`config.mk`:
```
export PLATFORM = sky130hd
export DESIGN_NAME = fifo_stream_reader
export DESIGN_NICKNAME = d
export VERILOG_FILES = /design/src/rtl/fifo_stream_reader.sv
export SDC_FILE = /design/constraint.sdc
export NUM_CORES = 1
export LEC_CHECK = 0
export ABC_AREA = 1
export CAP_MARGIN = 20
export CORE_ASPECT_RATIO = 1.5
export CORE_MARGIN = 1
export CORE_UTILIZATION = 39
export CTS_CLUSTER_DIAMETER = 120
export DETAILED_ROUTE_END_ITERATION = 12
export DONT_BUFFER_PORTS = 1
export SETUP_SLACK_MARGIN = 0.02
export SYNTH_ARGS = -nofsm -noshare
export SYNTH_HDL_FRONTEND = slang
export SYNTH_SLANG_ARGS = --single-unit
```
`constraint.sdc`:
```
create_clock -name clk_i -period 2.15 [get_ports clk_i]
set_input_delay 0.1075 -clock clk_i [delete_from_list [all_inputs] [get_ports clk_i]]
set_output_delay 0.1075 -clock clk_i [all_outputs]
set_load 0.005 [all_outputs]
```
`src/rtl/fifo_stream_reader.sv`:
```
// fifo_stream_reader: drains a show-ahead FIFO through a 2-entry buffer onto a framed valid/ready stream.
module fifo_stream_reader #(
  parameter int WIDTH = 8,
  parameter int LEN_W = 8
) (
  input  logic             clk_i,
  input  logic             rst_ni,
  input  logic             fifo_empty_i,
  input  logic [WIDTH-1:0] fifo_data_i,
  output logic             fifo_rd_en_o,
  input  logic [LEN_W-1:0] pkt_len_i,
  output logic             m_valid_o,
  input  logic             m_ready_i,
  output logic [WIDTH-1:0] m_data_o,
  output logic             m_last_o,
  output logic             busy_o
);
  logic [1:0]       cnt_q, cnt_d;
  logic [WIDTH-1:0] out_q, out_d, skid_q, skid_d;
  logic [LEN_W-1:0] beat_q, beat_d, len_q, len_d;
  logic             pop, out_free;
  // Read enable looks only at buffer occupancy, keeping m_ready_i off the FIFO pop path.
  always_comb begin
    fifo_rd_en_o = rst_ni && !fifo_empty_i && (cnt_q < 2'd2);
    m_valid_o    = cnt_q != 2'd0;
    m_last_o     = m_valid_o && (beat_q == len_q);
    m_data_o     = out_q;
    busy_o       = (beat_q != '0) || (cnt_q != 2'd0);
    pop          = m_valid_o && m_ready_i;
    out_free     = (cnt_q == 2'd0) || ((cnt_q == 2'd1) && pop);
    cnt_d        = cnt_q + 2'(fifo_rd_en_o) - 2'(pop);
    out_d        = (pop && cnt_q == 2'd2) ? skid_q : (fifo_rd_en_o && out_free) ? fifo_data_i : out_q;
    skid_d       = (fifo_rd_en_o && !out_free) ? fifo_data_i : skid_q;
    beat_d       = pop ? (m_last_o ? '0 : beat_q + LEN_W'(1)) : beat_q;
    len_d        = ((beat_q == '0 && !m_valid_o) || (pop && m_last_o)) ? pkt_len_i : len_q;
  end
  always_ff @(posedge clk_i or negedge rst_ni) begin
    if (!rst_ni) begin
      cnt_q  <= '0;
      out_q  <= '0;
      skid_q <= '0;
      beat_q <= '0;
      len_q  <= '0;
    end else begin
      cnt_q  <= cnt_d;
      out_q  <= out_d;
      skid_q <= skid_d;
      beat_q <= beat_d;
      len_q  <= len_d;
    end
  end
endmodule

```
* After elaboration in Yosys (flattened, before gate mapping)
Cells that the tools add are included.
Storage, ports and cells: logic and storage cells 36, flip-flop bits (word level) 34, memories kept 0, RAM bits 0, bits in read-only memories 0, bits in latches 0, output and inout bits 12
Operators by class: eq/ne operators 3, multiplexer cells 3, order comparisons 1, $mul 0, reduce and logical (&&, ||, !) cells 21, shift operators 0, bitwise operators 0, add/sub/neg operators 3, divide/modulo/power cells 0
Operators by type and width (count):
- 2-to-1 mux 8 bit | 3
- logical AND 1 bit | 10
- adder 8 x 1 -> 8 bit, second input constant | 1
- equality test 8 bit | 1
- zero test 8 bit | 1
- nonzero test 8 bit | 1
- nonzero test 2 bit | 2
- zero test 1 bit | 3
- logical OR 1 bit | 3
- adder 2 x 1 -> 2 bit | 1
- equality test 2 x 1 -> 1 bit, second input constant | 1
- equality test 2 bit, second input constant | 1
- zero test 2 bit | 1
- < comparator 2 bit, second input constant | 1
- subtractor 2 x 1 -> 2 bit | 1

* Logic depth before layout (Yosys ltp)
depth in word-level cells 7, gate-level depth with buffers 10, mapped depth without buffers 10

* Worst setup path after synthesis
OpenSTA, ideal clock, no wires.
kind reg-to-reg, from register cnt_q[1], to register cnt_q[1], setup time 123 ps, data arrival time 1364 ps, slack 664 ps, data required time 2027 ps, cell stages (with the launch flop) 8, path through dfrtp_1 nor2_4 nor2_4 buf_6 ha_1 inv_1 ha_1 xnor2_1
RTL lines:
- from (decl) | RTL line 18 | logic [1:0] cnt_q, cnt_d;
- from (signal assigned) | RTL line 45 | cnt_q <= cnt_d;
- nonzero test 2 bit | RTL line 25 | m_valid_o = cnt_q != 2'd0;
- logical AND 1 bit | RTL line 29 | pop = m_valid_o && m_ready_i;
- named net pop | RTL line 21 | logic pop, out_free;
- subtractor 2 x 1 -> 2 bit | RTL line 31 | cnt_d = cnt_q + 2'(fifo_rd_en_o) - 2'(pop);
- named net cnt_d[1] | RTL line 18
The timed path passes the listed nets, and every way through them passes these cells. A chain may end at the register's enable or synchronous reset.

* Final worst setup path
from register beat_q[2], to register len_q[3]
On the way: cells in the longest elaborated chain, start to end 4
Ends and longest elaborated chain:
- from (decl) | RTL line 20 | logic [LEN_W-1:0] beat_q, beat_d, len_q, len_d;
- from (signal assigned) | RTL line 48 | beat_q <= beat_d;
- equality test 8 bit | RTL line 26 | m_last_o = m_valid_o && (beat_q == len_q);
- logical AND 1 bit | RTL line 26
- logical AND 1 bit | RTL line 35 | len_d = ((beat_q == '0 && !m_valid_o) || (pop && m_last_o)) ? pkt_len_i : len_q;
- logical OR 1 bit * | RTL line 35
- to (signal assigned) | RTL line 49 | len_q <= len_d;
- to (decl) | RTL line 20
Every way passes the cells marked *; elsewhere a longest branch is shown, timed or not.

==> flow_summary_export.csv <==
group,metric,value,unit
pwr,p_total,3.10,mW
place,port-buffer-count,0,
global_route,grt_remaining_overflow,0,
clocking,hold_buffers,19,
cells_and_area,num-nets-final,288,
synth,synthesis.area,1930,µm²
run_status,status,"completed",
job,maxCapViolCount,0,
global_route,grt_max_degree,35,
sta,min_period_over_period,0.714,
clocking,cts.sinks,34,
synth,synthTopCellsByArea,"dfrtp_1 44%, nand2_1 12%, inv_1 6.0%",
sta,setup-tns-final,0,ns
clocking,clk_pin_slew_worst_paths,0.07,ns
sta,drv_slew,0,
critical_path,worstSetupPathType,"reg -> reg",
sta,final-hold-violation-count,0,
sta,slew_headroom,0.729,
drt,routed_wl,4.21,mm
synth,synth-edff-count,0,
sta,setup_ws,0.615,ns
critical_path,cp_max_fo,13,
sta,fin_crit,1.53,ns
clocking,h-tree-depth,2,
sta,setup_viol,0,
synth,postSynthAreaPerCell,7.94,µm²
drt,drtAntennaViolNets,0,
synth,synth_ff_type,"dfrtp_1",
global_route,grt_pass1_wl,7.26,mm
clocking,clockBufferDepth,2,
synth,synth_fp_nets,267,
synth,yosys.area.top_type,"dfrtp_1",
global_route,antenna_found_initial,0,
drt,dr.pass1.iters,4,
pwr,peakVddDrop,0.612,mV
cells_and_area,final_cells,331,
drt,num_vias,1577,
critical_path,arrival,1.75,ns
clocking,post_cts_resize_count,0,
global_route,gr-max-usage-layer,"met2",
floorplanning,dieArea,5240,µm²
global_route,grt_pass1_vias,1591,
clocking,cts_tree,"done",
cells_and_area,drive_gt1_frac,0.109,
min_path,min_path_type,"in -> reg",
sta,fin_skew,0.00733,ns
sta,fmax,652,MHz
sta,whs,0.0153,ns
synth,ys_seq_elements,34,
synth,synth_most_common_cell,"nand2_1",
pwr,cellPowerDensity,1360,nW/µm²
critical_path,required,2.37,ns
cells_and_area,n_antenna_cell,0,
synth,yosysSeqAreaShare,0.441,
drt,post_drt_wl_per_cell,12.7,µm
clocking,cts-root-buf,"clkbuf_8",
critical_path,end_kind,"flop",
drt,via_per_inst,4.76,
synth,synth-async-reset-ratio,1.00,
place,globalplace.congestion,0.880,
cells_and_area,fillers,515,
pwr,power.leakage,1.13,nW
global_route,grtUsageTotal,0.187,
global_route,met1_usage,0.215,
synth,yosysUniqueCellTypes,27,
place,placed_cell_area,1960,µm²
clocking,postCtsSetupBuffers,0,
synth,synthTopCellsByCount,"63 x nand2_1, 34 x dfrtp_1, 31 x inv_1",
synth,syn_inst,243,
floorplanning,die_x,59.4,µm
floorplanning,die_y,88.2,µm
floorplanning,row_count,31,
sta,worst_pin_slew,0.405,ns
floorplanning,coreArea,4810,µm²
global_route,met2_usage,0.327,
synth,synth_top_area_frac,0.441,
cells_and_area,final_util,0.473,
critical_path,start_kind,"flop",
place,dp_hpwl,3.11,mm
floorplanning,start_util,0.401,
cells_and_area,stdcell_area,2270,µm²
global_route,met3_usage,0.0414,
drt,drtIter0Drc,86,
floorplanning,ios,32,
sta,rsz0062_at_grt,"false",
clocking,cts_inserted_buffers,5,
clocking,clkLatencyLatePin,0.29,ns
place,post-place-ws,0.623,ns
drt,drc_errors,0,
cells_and_area,syn_to_final_growth,17.8,%
synth,yosys_warnings,0,
place,dp.cells,304,
flip-flops by register name (all words and copies together), names as in the netlist:
name,count
beat_q,8
len_q,8
m_data_o,8
skid_q,8
cnt_q,2
worst max-delay path: stages (launching register included):
cell     delay [ns]
dfrtp_1        0.44
inv_1          0.14
nor2_1         0.05
nor2_1         0.14
nand2_1        0.11
nor2_4         0.15
nand3_4        0.16
nand2_4        0.16
nand2_1        0.06
nand2_1        0.07
routing by layer:
layer	share of wire	wire length, µm	vias to the layer above
li1	-	-	810
met2	0.52	2200	32
met4	0.026	110	0
met1	0.41	1740	724
met5	0	0	-
met3	0.038	160	11
kinds of logic after synthesis:
logic type	after synthesis	synth area share
AO/OA/AOI/OAI	31	0.0881
flip-flops	34	0.441
buffers and inverters	39	0.0940
XOR/XNOR	5	0.0227
AND/OR/NAND/NOR	130	0.329
adder cells (fa/ha/maj)	4	0.0259
cell usage in the layout, fill, tap and decap left out, drive strengths merged:
master       instances
a21oi               12
and2                 1
and3                 1
buf                  1
bufinv               1
clkbuf               5
clkinv               3
dfrtp               34
dlygate4sd3         18
ha                   4
inv                 33
nand2               67
nand3               20
nand4                7
nor2                32
nor3                 2
o2111ai              1
o21ai               18
xnor2                5
where the power goes:
part / switching (mW) / total [mW] / internal (mW)
sequential: 0.305 / 1.26 / 0.959
clock: 0.233 / 0.574 / 0.341
combinational: 0.777 / 1.26 / 0.488
final timing paths:
kind	startpoint	end	slack [ns]	cells after the start
worst min-delay path	fifo_data_i[7]	m_data_o[7]$_DFFE_PN0P_	0.02	2
worst max register to register	beat_q[2]$_DFFE_PN0P_	len_q[3]$_DFFE_PN0P_	0.62	9
min in group asynchronous	rst_ni	len_q[0]$_DFFE_PN0P_	0.30	2
max in group asynchronous	rst_ni	m_data_o[3]$_DFFE_PN0P_	1.66	2
worst max-delay path	beat_q[2]$_DFFE_PN0P_	len_q[3]$_DFFE_PN0P_	0.62	9
worst min register to register	skid_q[5]$_DFFE_PN0P_	skid_q[5]$_DFFE_PN0P_	0.49	2
layout make-up:
class                           count  area, µm²  area share
Clock buffer                        5       68.8      0.0303
Sequential cell                    34        851       0.374
Inverter                           34        133      0.0583
Clock inverter                      3       40.0      0.0176
Timing Repair Buffer               19        200      0.0881
Multi-Input combinational cell    170        898       0.395
Tap cell                           66       82.6      0.0363
No activity file was read; power rests on OpenSTA's default activity.
